## src/rtl/pcie_dn_wrr_arbit.sv

```systemverilog
// Packet-level weighted round-robin arbiter sharing the PCIe download TX path
// between P_CH_NUM DMA requesters, with per-grant credits and an idle watchdog.
`timescale 1ns/1ps
module pcie_dn_wrr_arbit #(
    parameter int P_CH_NUM = 4,
    parameter int P_DW     = 64,
    parameter int P_WGT_W  = 4,
    parameter int P_TMO_W  = 16
) (
    input  logic                        PCIE_CLK,
    input  logic                        PCIE_RST,
    input  logic [P_CH_NUM*P_WGT_W-1:0] CFG_WEIGHT,
    input  logic [P_TMO_W-1:0]          CFG_TMO,
    input  logic [P_CH_NUM-1:0]         CH_REQ,
    output logic [P_CH_NUM-1:0]         CH_GNT,
    output logic [P_CH_NUM-1:0]         CH_ACK,
    input  logic [P_CH_NUM-1:0]         CH_DVLD,
    input  logic [P_CH_NUM-1:0]         CH_SOP,
    input  logic [P_CH_NUM-1:0]         CH_EOP,
    input  logic [P_CH_NUM-1:0]         CH_END,
    input  logic [P_CH_NUM*P_DW-1:0]    CH_DATA,
    input  logic [P_CH_NUM*2-1:0]       CH_MASK,
    output logic                        TX_REQ,
    input  logic                        TX_ACK,
    output logic                        TX_DVLD,
    output logic                        TX_SOP,
    output logic                        TX_EOP,
    output logic                        TX_END,
    output logic [P_DW-1:0]             TX_DATA,
    output logic [1:0]                  TX_MASK,
    output logic                        STS_TMO,
    output logic [2:0]                  STS_CH
);

    localparam int IDX_W = (P_CH_NUM > 1) ? $clog2(P_CH_NUM) : 1;

    localparam logic [1:0] S_IDLE = 2'd0;
    localparam logic [1:0] S_ARB  = 2'd1;
    localparam logic [1:0] S_TX   = 2'd2;
    localparam logic [1:0] S_GAP  = 2'd3;

    logic [1:0]         state;
    logic [IDX_W-1:0]   ptr;
    logic [IDX_W-1:0]   owner;
    logic [IDX_W-1:0]   owner_nxt;
    logic [IDX_W-1:0]   win;
    logic [P_CH_NUM-1:0] win_oh;
    logic [P_WGT_W-1:0] win_wgt;
    logic [P_WGT_W-1:0] credit;
    logic [P_TMO_W-1:0] wdog;
    logic [P_TMO_W:0]   wdog_inc;
    logic               sel_dvld;
    logic               sel_sop;
    logic               sel_eop;
    logic               sel_end;
    logic               sel_req;
    logic [P_DW-1:0]    sel_data;
    logic [1:0]         sel_mask;
    logic               tmo_hit;

    function automatic logic [IDX_W-1:0] wrap_idx(input int v);
        return (v >= P_CH_NUM) ? IDX_W'(v - P_CH_NUM) : IDX_W'(v);
    endfunction

    // Walk downwards so the lowest offset from ptr overwrites earlier hits.
    always_comb begin
        win     = ptr;
        win_oh  = '0;
        win_wgt = '0;
        for (int i = P_CH_NUM - 1; i >= 0; i--) begin
            if (CH_REQ[wrap_idx(int'(ptr) + i)]) begin
                win = wrap_idx(int'(ptr) + i);
            end
        end
        for (int i = 0; i < P_CH_NUM; i++) begin
            win_oh[i] = (win == IDX_W'(i));
            if (win_oh[i]) begin
                win_wgt = CFG_WEIGHT[i*P_WGT_W +: P_WGT_W];
            end
        end
    end

    // CH_GNT is one-hot while a channel owns the path, so an AND-OR mux suffices.
    always_comb begin
        sel_dvld = 1'b0;
        sel_sop  = 1'b0;
        sel_eop  = 1'b0;
        sel_end  = 1'b0;
        sel_req  = 1'b0;
        sel_data = '0;
        sel_mask = '0;
        for (int i = 0; i < P_CH_NUM; i++) begin
            if (CH_GNT[i]) begin
                sel_dvld = sel_dvld | CH_DVLD[i];
                sel_sop  = sel_sop  | CH_SOP[i];
                sel_eop  = sel_eop  | CH_EOP[i];
                sel_end  = sel_end  | CH_END[i];
                sel_req  = sel_req  | CH_REQ[i];
                sel_data = sel_data | CH_DATA[i*P_DW +: P_DW];
                sel_mask = sel_mask | CH_MASK[i*2 +: 2];
            end
        end
    end

    assign wdog_inc  = {1'b0, wdog} + (P_TMO_W+1)'(1);
    assign tmo_hit   = (state == S_TX) && (CFG_TMO != '0) && !sel_dvld && !sel_end
                       && (wdog_inc >= {1'b0, CFG_TMO});
    assign owner_nxt = (owner == IDX_W'(P_CH_NUM - 1)) ? '0 : owner + IDX_W'(1);
    assign CH_ACK    = CH_GNT & {P_CH_NUM{TX_ACK}};
    assign STS_CH    = 3'(owner);

    always_ff @(posedge PCIE_CLK) begin
        if (PCIE_RST) begin
            state   <= S_IDLE;
            ptr     <= '0;
            owner   <= '0;
            credit  <= '0;
            wdog    <= '0;
            CH_GNT  <= '0;
            TX_REQ  <= 1'b0;
            TX_DVLD <= 1'b0;
            TX_SOP  <= 1'b0;
            TX_EOP  <= 1'b0;
            TX_END  <= 1'b0;
            TX_DATA <= '0;
            TX_MASK <= '0;
            STS_TMO <= 1'b0;
        end else begin
            TX_DVLD <= 1'b0;
            TX_SOP  <= 1'b0;
            TX_EOP  <= 1'b0;
            TX_END  <= 1'b0;
            TX_DATA <= '0;
            TX_MASK <= '0;
            STS_TMO <= 1'b0;
            case (state)
                S_IDLE: state <= S_ARB;
                S_ARB: begin
                    if (|CH_REQ) begin
                        CH_GNT <= win_oh;
                        owner  <= win;
                        credit <= (win_wgt == '0) ? P_WGT_W'(1) : win_wgt;
                        wdog   <= '0;
                        TX_REQ <= 1'b1;
                        state  <= S_TX;
                    end
                end
                S_TX: begin
                    // END takes priority over a coincident watchdog expiry.
                    if (sel_end) begin
                        credit <= credit - P_WGT_W'(1);
                        TX_END <= 1'b1;
                        TX_REQ <= 1'b0;
                        state  <= S_GAP;
                    end else if (tmo_hit) begin
                        credit  <= '0;
                        TX_END  <= 1'b1;
                        STS_TMO <= 1'b1;
                        TX_REQ  <= 1'b0;
                        state   <= S_GAP;
                    end else begin
                        TX_DVLD <= sel_dvld;
                        TX_SOP  <= sel_sop;
                        TX_EOP  <= sel_eop;
                        TX_DATA <= sel_data;
                        TX_MASK <= sel_mask;
                        if (CFG_TMO == '0 || sel_dvld) begin
                            wdog <= '0;
                        end else begin
                            wdog <= wdog_inc[P_TMO_W-1:0];
                        end
                    end
                end
                default: begin
                    if (credit != '0 && sel_req) begin
                        wdog   <= '0;
                        TX_REQ <= 1'b1;
                        state  <= S_TX;
                    end else begin
                        CH_GNT <= '0;
                        ptr    <= owner_nxt;
                        state  <= S_ARB;
                    end
                end
            endcase
        end
    end

endmodule
```

## config.mk

```make
export PLATFORM = sky130hd
export DESIGN_NAME = pcie_dn_wrr_arbit
export DESIGN_NICKNAME = d
export VERILOG_FILES = /design/src/rtl/pcie_dn_wrr_arbit.sv
export SDC_FILE = /design/constraint.sdc
export NUM_CORES = 1
export LEC_CHECK = 0
export CELL_PAD_IN_SITES_DETAIL_PLACEMENT = 1
export CELL_PAD_IN_SITES_GLOBAL_PLACEMENT = 1
export CORE_ASPECT_RATIO = 0.7
export CORE_MARGIN = 4
export CORE_UTILIZATION = 22
export CTS_CLUSTER_SIZE = 20
export DETAILED_ROUTE_END_ITERATION = 8
export GPL_TIMING_DRIVEN = 0
export PLACE_DENSITY = 0.84
export SETUP_SLACK_MARGIN = 0.4
export SYNTH_ARGS = -nofsm -noshare
export SYNTH_HDL_FRONTEND = slang
export SYNTH_SLANG_ARGS = --single-unit
```

## constraint.sdc

```tcl
create_clock -name PCIE_CLK -period 3 [get_ports PCIE_CLK]
set_input_delay 0.6 -clock PCIE_CLK [delete_from_list [all_inputs] [get_ports PCIE_CLK]]
set_output_delay 0.6 -clock PCIE_CLK [all_outputs]
set_load 0.02 [all_outputs]
```

==> summary.md, run 1 <==
| Metric | Value |
|---|---|
| Status | complete, but fails checks |
| Failing checks | negative setup slack |
| Worst Reg-to-Reg Cells | 16 |
| Port Buffers | 399 |
| 1st-pass router iterations | 7 |
| Pin count of the biggest net entering global routing | 17 |
| CTS tree | done |
| Final ANT Viol Nets | 0 |
| Highest Signal Layer | met5 |
| Vias per inst | 5.18 |
| Gr usage total | 22.1% |
| Grt ovf | 0 |
| # diodes | 0 |
| First-pass GRT wire length | 47.2 mm |
| Critical path destination | TX_DATA[43] |
| Reg clk slew, reported paths | 70 ps |
| Post-route cell area | 11300 sq um |
| Layout cells sized above 1 | 16.2% |
| Slowest cell on the critical path | nor3_2 |
| Crit path arrival time | 3670 ps |
| Area of placed instances | 10100 sq um |
| Via count | 7339 |
| Routed wire length per instance | 24.3 um |
| WP buf/inv | 4 |
| Post-Synthesis Cells | 633 |
| Clock power share | 25.2% |
| Register bit total from synthesis | 102 |
| GPL Wtd Cong | 0.899 |
| Seq/Total Area, Yosys | 36.7% |
| Sw Ratio | 34.8% |
| Stages on worst setup path | 16 |
| Worst path max stage delay | 380 ps |
| EDFF count, synth | 0 |
| WS Path Type | reg -> reg |
| Row count | 48 |
| Post-synthesis average cell area | 8.80 sq um |
| Post-synth top area cell | dfxtp_1 |
| Worst r2r src | wdog[0] |
| Final hold vios | 0 |
| Die W | 198 um |
| Critical-path cell list | and4_4 > and3_1 > nand2_1 > xnor2_2 > ha_1 > nand4_1 > nor3_2 > a2111oi_4 > buf_4 > o211a_4 > o21bai_4 > or2_1 > buf_12 > buf_12 > buf_12 > a21oi_1 |
| Reg power frac | 32.4% |
| Required @ worst endpoint | 3240 ps |
| Max Cap Violations | 0 |
| Starting density of the core | 22.5% |
| Asr flop ratio synth | 0% |
| Fillers | 2804 |
| Routed wl met2 | 16.4 mm |
| Total CTS buffers | 9 |
| RSZ-0062 raised after global routing | true |
| Final period util | 115% |
| Hold Crit Class | reg -> reg |
| Setup crit start | wdog[0] |
| Yosys top cell area share | 36.7% |
| Max Fclk | 0.291 GHz |
| Logic pwr share | 42.4% |
| Post-Syn Area | 5570 sq um |
| Clock skew | 10.2 ps |
| Slew headroom | 53.1% |
| Fin worst setup slack | -436 ps |
| NetSw | 1.57 mW |
| Max Transition Viols Final | 0 |
| Routed length on met3 | 2.96 mm |
| Initial antenna violation count | 4 |
| Wl on met1 | 13.7 mm |
| Mapped Nets | 975 |
| Core ar. | 24800 sq um |
| CTS H-tree lvls | 3 |
| Num Clock Sinks | 102 |
| CTS Buffer Depth | 2 |
| Io pins | 402 |
| Total wire length | 34.5 mm |
| CP Max Fanout | 9 |
| Distinct cells, synth | 53 |
| CP Launch Type | flop |
| Initial drt markers | 340 |
| Synth Flop Type | dfxtp_1 |
| R2R setup slack | -440 ps |
| Die area | 28000 sq um |
| Slew @ Worst Pin | 704 ps |
| Post-layout minimum cycle time | 3440 ps |
| Worst Setup End Kind | flop |
| Power per cell area | 400 nW/um^2 |
| Maximum vdd drop | 0.000250 V |
| DRC | 0 |
| Final setup viols | 93 |
| P_leak | 3.95 nW |
| Vert. Die Dim | 141 um |
| Cell Int Power | 2.94 mW |
| Non-Filler Instances | 1417 |
| Clock latency on the worst-skew pair | 360 ps |
| Worst Hold Depth | 2 |
| Crit path max-delay family | simple AND/OR/NAND/NOR gates |
| Post-layout nets | 1430 |
| Placed Cells | 1357 |
| Synth-to-Final Area Change | 103% |
| Largest cells by area after synthesis | dfxtp_1 (37%), a22oi_1 (19%), a21oi_1 (7.3%), ha_1 (5.2%), clkbuf_1 (2.6%) |
| Final Total Pwr | 4.52 mW |
| Vias in the first global route | 7644 |
| Hpwl dp | 25.7 mm |
| Synth Warn # | 0 |
| Root buffer cell | clkbuf_16 |
| RR Endpoint | TX_DATA[43] |
| Most common cell on crit path | buf_12 |
worst min-delay path, stage by stage (launching register included):
cell	delay (ps)
dfxtp_1	330
nor2_1	90
a211oi_1	50
synthesized netlist by cell type (9+ instances only):
| cell type | instances |
|---|---|
| a21oi_1 | 81 |
| a21oi_2 | 10 |
| a22oi_1 | 143 |
| clkbuf_1 | 39 |
| dfxtp_1 | 102 |
| ha_1 | 23 |
| inv_1 | 23 |
| mux2i_1 | 11 |
| nand2_1 | 22 |
| nand4_1 | 13 |
| nor2_1 | 35 |
| o21ai_0 | 12 |
| xnor2_1 | 9 |
flip-flops by register name, summed over array words and instances, names as in the netlist:
signal	cells
credit	4
TX_EOP	1
state	2
TX_DATA	64
TX_SOP	1
CH_GNT	4
ptr	2
TX_REQ	1
TX_DVLD	1
owner	2
wdog	16
TX_END	1
STS_TMO	1
TX_MASK	2
cell families after synthesis:
kind of cell	after synthesis	synth area share (%)
xor gates and xnor gates	15	2.36
muxes	15	3.59
buffers and inverters	74	5.75
other	1	0.0673
DFF	102	36.7
adders and majority gates	23	5.17
AOI/OAI and AO/OA	274	34.2
and+or+nand+nor	129	12.2
area by class of cell:
| class | instances | area (sq um) | area share (%) |
|---|---|---|---|
| inverter | 23 | 86.3 | 0.765 |
| buffer | 51 | 385 | 3.41 |
| timing repair buffer | 444 | 4420 | 39.1 |
| sequential | 102 | 2070 | 18.4 |
| multi-input combinational | 457 | 3650 | 32.4 |
| clock buffer | 10 | 229 | 2.03 |
| tap | 325 | 407 | 3.60 |
| clock inverter | 5 | 36.3 | 0.321 |
power by group through the flow:
| stage | registers, mW | logic, mW | clock network, mW |
|---|---|---|---|
| global placement | 1.49 | 1.52 | 0 |
| finish | 1.46 | 1.91 | 1.14 |
| detailed placement | 1.50 | 1.57 | 0 |
| global route | 1.47 | 2.03 | 1.23 |
| floorplan | 1.52 | 0.743 | 0 |
| CTS | 1.46 | 1.78 | 1.16 |
repair_timing:
item                       CTS  global route
buffers inserted            19            22
pin swaps                   48            27
gates resized for setup     92            50
setup endpoints to repair   98            96
cloned                       3             1
hold buffers                 0             0
placed cells by master (no fill, tap or decap), types with 13 or more instances in the layout:
cell type | Yosys | layout
buf_4 | 1 | 36
ha_1 | 23 | 19
nand2_1 | 22 | 21
nor2_1 | 35 | 29
inv_1 | 23 | 23
a21oi_2 | 10 | 27
a21oi_1 | 81 | 60
clkdlybuf4s50_1 | 0 | 395
nand4_1 | 13 | 13
clkbuf_1 | 39 | 32
dfxtp_1 | 102 | 91
a22oi_1 | 143 | 143
through the flow:
stage	utilization [%]	TNS [ps]	hold WS [ps]	worst slack, ps
6_report	45.5	-31620	511	-436
2_1_floorplan	-	-571	453	-57.1
3_5_place_dp	40.6	-53970	486	-722
3_3_place_gp	40.6	-43120	466	-638
4_1_cts	43.8	-18600	509	-266
5_1_grt	45.5	-39590	530	-575
layer usage:
metal  GRT usage (%)  up-vias
li1                -     3327
met1            27.8     3538
met2            36.6      382
met3            6.55       86
met4            7.14        6
met5               0        -
how the worst min path moves through the flow:
stage	slack, ps	start	end
after floorplan	450	wdog[15]	wdog[15]
final	510	credit[1]	credit[1]
after global routing	530	credit[2]	credit[2]
after detailed placement	490	wdog[15]	wdog[15]
after CTS	510	credit[2]	credit[2]
after global placement	470	wdog[15]	wdog[15]
Power figures use the tool's default switching activity.
==> run 2: changes to the inputs <==
Settings changed: ABC_AREA set to 1, PLACE_DENSITY 0.84 to 0.83.
==> run 2 against run 1 <==
Against the previous run:
- core utilization shrank 0.76 points
- synthesized cell count grew 34%
- clock power grew 9.6%
- sequential cell count is the same
- critical path depth grew 5
- non-clock buffer count shrank 7
- the flow still finishes with violations (negative setup slack)
- sequential share of layout area shrank 1.3 points
- via count grew 7.1%
- count of clock-buffer cells in the layout grew 3
- first-iteration DRC count shrank 2.6%
- global-route usage shrank 0.69 points
- worst hold slack lost 31 ps
==> summary.md, run 2 <==
| Metric | Value |
|---|---|
| Max FFs per register | 64 |
| GPL Wtd Cong | 0.892 |
| Grt ovf | 0 |
| Post-route cell area | 12100 sq um |
| Post-synth top cells | nand2_1 (169), a21oi_1 (156), dfxtp_1 (102) |
| Non-Filler Instances | 1665 |
| Required @ worst endpoint | 3210 ps |
| Register bit total from synthesis | 102 |
| Worst Hold Depth | 2 |
| Vias per inst | 4.72 |
| Final ANT Viol Nets | 0 |
| Clock skew | 7.35 ps |
| Slew @ Worst Pin | 942 ps |
| Layout cells sized above 1 | 17.6% |
| Critical-path cell list | nand3_4 > nor2_4 > nand3_4 > nor3b_4 > nand2_2 > nor2_4 > buf_4 > nand3_2 > xor2_2 > ha_4 > inv_1 > o211ai_1 > nor2_2 > nand4_4 > nand2_4 > nand2_4 > nand2_8 > nand2_8 > clkbuf_16 > nand2_1 > a21oi_1 |
| Slew headroom | 37.2% |
| Total CTS buffers | 9 |
| Total wire length | 35.6 mm |
| Port Buffers | 400 |
| Yosys top cell area share | 33.6% |
| CTS tree | done |
| Largest cells by area after synthesis | dfxtp_1 (34%), a21oi_1 (13%), nand2_1 (10%), a22o_1 (10%), inv_1 (5.0%) |
| Via count | 7861 |
| Final Util | 44.8% |
| Vert. Die Dim | 147 um |
| Max Cap Violations | 0 |
| Most frequent cell after synthesis | nand2_1 |
| Starting density of the core | 22.6% |
| Clock latency on the worst-skew pair | 350 ps |
| Slowest cell on the critical path | dfxtp_4 |
| Synth Flop Type | dfxtp_1 |
| Crit path arrival time | 3570 ps |
| EDFF count, synth | 0 |
| Failing checks | negative setup slack |
| Synth-to-Final Area Change | 98.4% |
| Root buffer cell | clkbuf_16 |
| Mapped Nets | 1188 |
| Largest Register | TX_DATA |
| Setup TNS | -26830 ps |
| 1st-pass router iterations | 5 |
| Most frequent cells in the layout | clkdlybuf4s50_1 (398), nand2_1 (156), dfxtp_1 (95), a21oi_1 (93), inv_1 (79) |
| RSZ-0062 raised after global routing | true |
| Final setup viols | 93 |
| Status | complete, but fails checks |
| Max Transition Viols Final | 0 |
| Num Clock Sinks | 102 |
| Post-synth top area cell | dfxtp_1 |
| Worst path max stage delay | 370 ps |
| Vias in the first global route | 8160 |
| Largest registers | TX_DATA (64), wdog (16) |
| Final hold vios | 0 |
| Placed Cells | 1610 |
| Gr usage total | 21.4% |
| Post-layout minimum cycle time | 3360 ps |
| Final Total Pwr | 5.68 mW |
| Seq/Total Area, Yosys | 33.6% |
| Die area | 30400 sq um |
| CP Max Fanout | 5 |
| Synth Warn # | 0 |
| First-pass GRT wire length | 49.7 mm |
| Pin count of the biggest net entering global routing | 16 |
| Maximum vdd drop | 0.000340 V |
| Distinct cells, synth | 44 |
| P_leak | 4.54 nW |
| # diodes | 0 |
| Most common cell after layout, fill and taps aside | clkdlybuf4s50_1 |
| Initial drt markers | 331 |
| Routed wire length per instance | 21.4 um |
| CTS H-tree lvls | 3 |
| Die W | 207 um |
| Hold Crit Class | reg -> reg |
| Hpwl dp | 27.9 mm |
| CP Launch Type | flop |
| Power per cell area | 471 nW/um^2 |
| Initial antenna violation count | 2 |
| Place WS | -594 ps |
| Reg clk slew, reported paths | 70 ps |
| Max Fclk | 0.297 GHz |
| Worst Reg-to-Reg Cells | 21 |
| Asr flop ratio synth | 0% |
| Post-Synthesis Cells | 846 |
| Row count | 50 |
| Hold Slack | 480 ps |
| Post-synthesis average cell area | 7.19 sq um |
| CTS hold repair buffers | 0 |
| WS Path Type | reg -> reg |
| Post-Syn Area | 6080 sq um |
| Post-layout nets | 1638 |
| Area of placed instances | 10900 sq um |
| Io pins | 402 |
| DRC | 0 |
| Final period util | 112% |
| CTS Buffer Depth | 2 |
| Fin worst setup slack | -362 ps |
| Worst Setup End Kind | flop |
| Core ar. | 27000 sq um |
==> run 2: cell type report <==
| cell class | count | area (sq um) |
|---|---|---|
| fill | 3156 | 14900 |
| timing repair buffer | 439 | 4420 |
| multi-input combinational | 608 | 4120 |
| sequential | 102 | 2060 |
| tap | 364 | 455 |
| buffer | 49 | 383 |
| inverter | 87 | 329 |
| clock buffer | 13 | 260 |
| clock inverter | 3 | 42.5 |
==> run 2: power by group <==
group          switching [mW]  internal [mW]
Combinational            1.61           1.29
Sequential             0.0807           1.45
Clock                   0.552          0.694
==> run 2: final timing paths <==
check	start	to	slack, ps
min reg2reg	wdog[12]	wdog[12]	480
min	wdog[12]	wdog[12]	480
max	wdog[1]	wdog[7]	-360
max reg2reg	wdog[1]	wdog[7]	-360
==> run 2: logic make-up after synthesis <==
family | share of synthesized area (%)
other cells | 0.0616
xor+xnor | 2.16
compound gates | 27.5
flops | 33.6
fa+ha+maj | 4.73
simple gates | 22.8
buf+inv | 9.17
==> run 2: repair_timing <==
| item | CTS | global route |
|---|---|---|
| setup endpoints to repair | 98 | 101 |
| pin swaps | 27 | 18 |
| gates cloned | 4 | 2 |
| gates resized for setup | 68 | 52 |
| setup buffers | 27 | 6 |
==> run 2: critical path: cells and delay by family, from the launching register on <==
| kind | cells | cell delay [ps] |
|---|---|---|
| xor gates and xnor gates | 1 | 250 |
| DFF | 1 | 370 |
| adders and majority gates | 1 | 260 |
| buffers and inverters | 3 | 400 |
| and+or+nand+nor | 14 | 1710 |
| AOI/OAI and AO/OA | 2 | 200 |
==> run 2: per-layer routing <==
layer	GRT usage, %	up-vias	wire [um]
met4	5.48	2	756
met3	5.19	45	2550
met2	36.7	296	17200
li1	-	3782	-
met1	27.1	3736	15000
met5	0	-	13
==> run 3: changes to the inputs <==
--- a/config.mk
+++ b/config.mk
@@ -10,5 +10,5 @@
 export CELL_PAD_IN_SITES_GLOBAL_PLACEMENT = 1
 export CORE_ASPECT_RATIO = 0.7
-export CORE_MARGIN = 4
+export CORE_MARGIN = 5
 export CORE_UTILIZATION = 22
 export CTS_CLUSTER_SIZE = 20
==> constraint.sdc (replaced) <==
create_clock -name PCIE_CLK -period 3 [get_ports PCIE_CLK]
set_input_delay 0.6 -clock PCIE_CLK [delete_from_list [all_inputs] [get_ports PCIE_CLK]]
set_output_delay 0.6 -clock PCIE_CLK [all_outputs]
set_load 0.05 [all_outputs]
==> run 3 against run 2 <==
Against the previous run:
- sequential power barely moved
- the flow still finishes with violations (negative setup slack)
- largest power group unchanged
- critical endpoint is now wdog[6]
- wire length rose by 3.6%
- power rose by 3.8%
==> summary.md, run 3 (same netlist as run 2, synthesis figures left out) <==
| Metric | Value |
|---|---|
| Core ar. | 27000 sq um |
| Worst path max stage delay | 390 ps |
| WP buf/inv | 3 |
| Grt ovf | 0 |
| Most frequent cells in the layout | clkdlybuf4s50_1 (396), nand2_1 (160), dfxtp_1 (95), a21oi_1 (90), inv_1 (79) |
| Largest registers | TX_DATA (64), wdog (16) |
| CTS Buffer Depth | 2 |
| Fin worst setup slack | -430 ps |
| Hold Path Sink | wdog[14] |
| Vert. Die Dim | 149 um |
| Most common cell after layout, fill and taps aside | clkdlybuf4s50_1 |
| Slew @ Worst Pin | 947 ps |
| Max Fclk | 0.292 GHz |
| Place WS | -623 ps |
| Reg clk slew, reported paths | 70 ps |
| Required @ worst endpoint | 3210 ps |
| Worst Hold Depth | 2 |
| DRC | 0 |
| Via count | 7961 |
| Status | complete, but fails checks |
| Post-route cell area | 12100 sq um |
| Critical-path cell list | nand3_4 > nor2_4 > nand3_4 > nor3b_4 > nand2_2 > nor2_4 > xor2_2 > inv_1 > ha_4 > nand2_2 > nor2_1 > nand4_1 > nand3b_1 > nand4_4 > nand2_4 > nand2_4 > nand2_8 > buf_6 > buf_12 > nand3_1 > a21oi_1 |
| Fillers | 3180 |
| Io pins | 402 |
| Pin count of the biggest net entering global routing | 16 |
| Max FFs per register | 64 |
| Initial antenna violation count | 0 |
| Root buffer cell | clkbuf_16 |
| Failing checks | negative setup slack |
| Initial drt markers | 321 |
| Crit path max-delay family | simple AND/OR/NAND/NOR gates |
| Worst Reg-to-Reg Cells | 21 |
| Final Util | 45.0% |
| CTS tree | done |
| Clock skew | 9.97 ps |
| Vias per inst | 4.80 |
| Hold path startpoint | wdog[14] |
| Final hold vios | 0 |
| Crit path arrival time | 3640 ps |
| Post-layout nets | 1633 |
| Starting density of the core | 22.6% |
| Vias in the first global route | 8491 |
| Area of placed instances | 10900 sq um |
| Slew headroom | 36.3% |
| Final ANT Viol Nets | 0 |
| CP Launch Type | flop |
| Port Buffers | 400 |
| Routed wire length per instance | 22.2 um |
| Multi-input gate area | 4150 sq um |
| P_leak | 4.51 nW |
| Num Clock Sinks | 102 |
| RSZ-0062 raised after global routing | true |
| Die W | 209 um |
| 1st-pass router iterations | 7 |
| Layout cells sized above 1 | 17.7% |
| Largest Register | TX_DATA |
| Worst Setup End Kind | flop |
| Hpwl dp | 28.8 mm |
| GPL Wtd Cong | 0.914 |
| Hold Crit Class | reg -> reg |
| Synth-to-Final Area Change | 99.4% |
| Die area | 31100 sq um |
| Final period util | 114% |
| Worst r2r src | wdog[0] |
| Total wire length | 36.8 mm |
| Total CTS buffers | 9 |
| Clock latency on the worst-skew pair | 360 ps |
| Max Transition Viols Final | 0 |
| Max Cap Violations | 0 |
| Gr usage total | 22.1% |
| Slowest cell on the critical path | dfxtp_4 |
| Final setup viols | 94 |
| RR Endpoint | wdog[6] |
| Row count | 50 |
| First-pass GRT wire length | 53.0 mm |
| CTS H-tree lvls | 3 |
| Maximum vdd drop | 0.000339 V |
| Post-layout minimum cycle time | 3430 ps |
| WS Path Type | reg -> reg |
| CP Max Fanout | 10 |
| Register area | 2060 sq um |
| R2R setup slack | -430 ps |
| # diodes | 0 |
| Power per cell area | 486 nW/um^2 |
run 3: cell count changes in the layout (fill, tap and decap cells not counted), sizes merged:
cell           before  now
clkbuf             41   46
buf                60   47
dlygate4sd2         1    0
clkdlybuf4s15       0    4
bufinv              1    2
clkdlybuf4s50     398  396
dlymetal6s2s        1    0
run 3: cell type report:
cell class              instances  area share (%)
multi-input cells             608            34.2
inverters                      87            2.71
plain buffers                  49            3.11
repair buffers                434            36.7
well taps                     364            3.75
clock inverters                 4           0.598
clock buffers                  10            1.97
flip-flops and latches        102            17.0
run 3: tightest hold or removal path, stage by stage, from the launching register on:
cell and delay (ps):
dfxtp_1 320, nand2_1 60, a21oi_1 50
run 3: through the flow:
step                      instances  power (mW)  TNS, ps  hold slack, ps
after CTS                      1650        5.83   -18790             468
after global placement         1610        4.04   -37230             448
after detailed placement       1610        4.13   -43830             458
after floorplan                 846        3.07        0             439
final                          1658        5.90   -28970             465
after global routing           1658        6.20   -45130             508
run 3: per-layer routing:
metal	vias up	GRT usage, %	wire length, um
li1	3763	-	-
met1	3882	27.7	15700
met2	290	39.1	18400
met3	26	5.53	2200
met4	0	3.68	453
met5	-	0	0
run 3: worst max path at each step:
stage                 start          end  slack [ps]  depth (start not counted)
global route        wdog[0]      wdog[6]        -570                         21
detailed placement  wdog[0]  TX_DATA[32]        -620                         20
CTS                 wdog[0]     wdog[14]        -280                         21
global placement    wdog[0]  TX_DATA[27]        -570                         20
floorplan           wdog[2]     wdog[10]          50                         22
finish              wdog[0]      wdog[6]        -430                         21
run 3: power breakdown:
group	switching, mW	internal (mW)	leakage [nW]	total (mW)
registers	0.0870	1.45	0.828	1.54
logic	1.75	1.32	3.53	3.06
clock network	0.554	0.745	0.150	1.30
run 3: what timing repair did:
| item | in CTS | in global routing |
|---|---|---|
| endpoints found under the hold margin | 0 | 0 |
| hold buffers | 0 | 0 |
| gates resized for setup | 93 | 34 |
| buffers inserted | 19 | 8 |
| gates cloned | 7 | 0 |
| pin swaps | 21 | 21 |
| setup endpoints to repair | 98 | 96 |
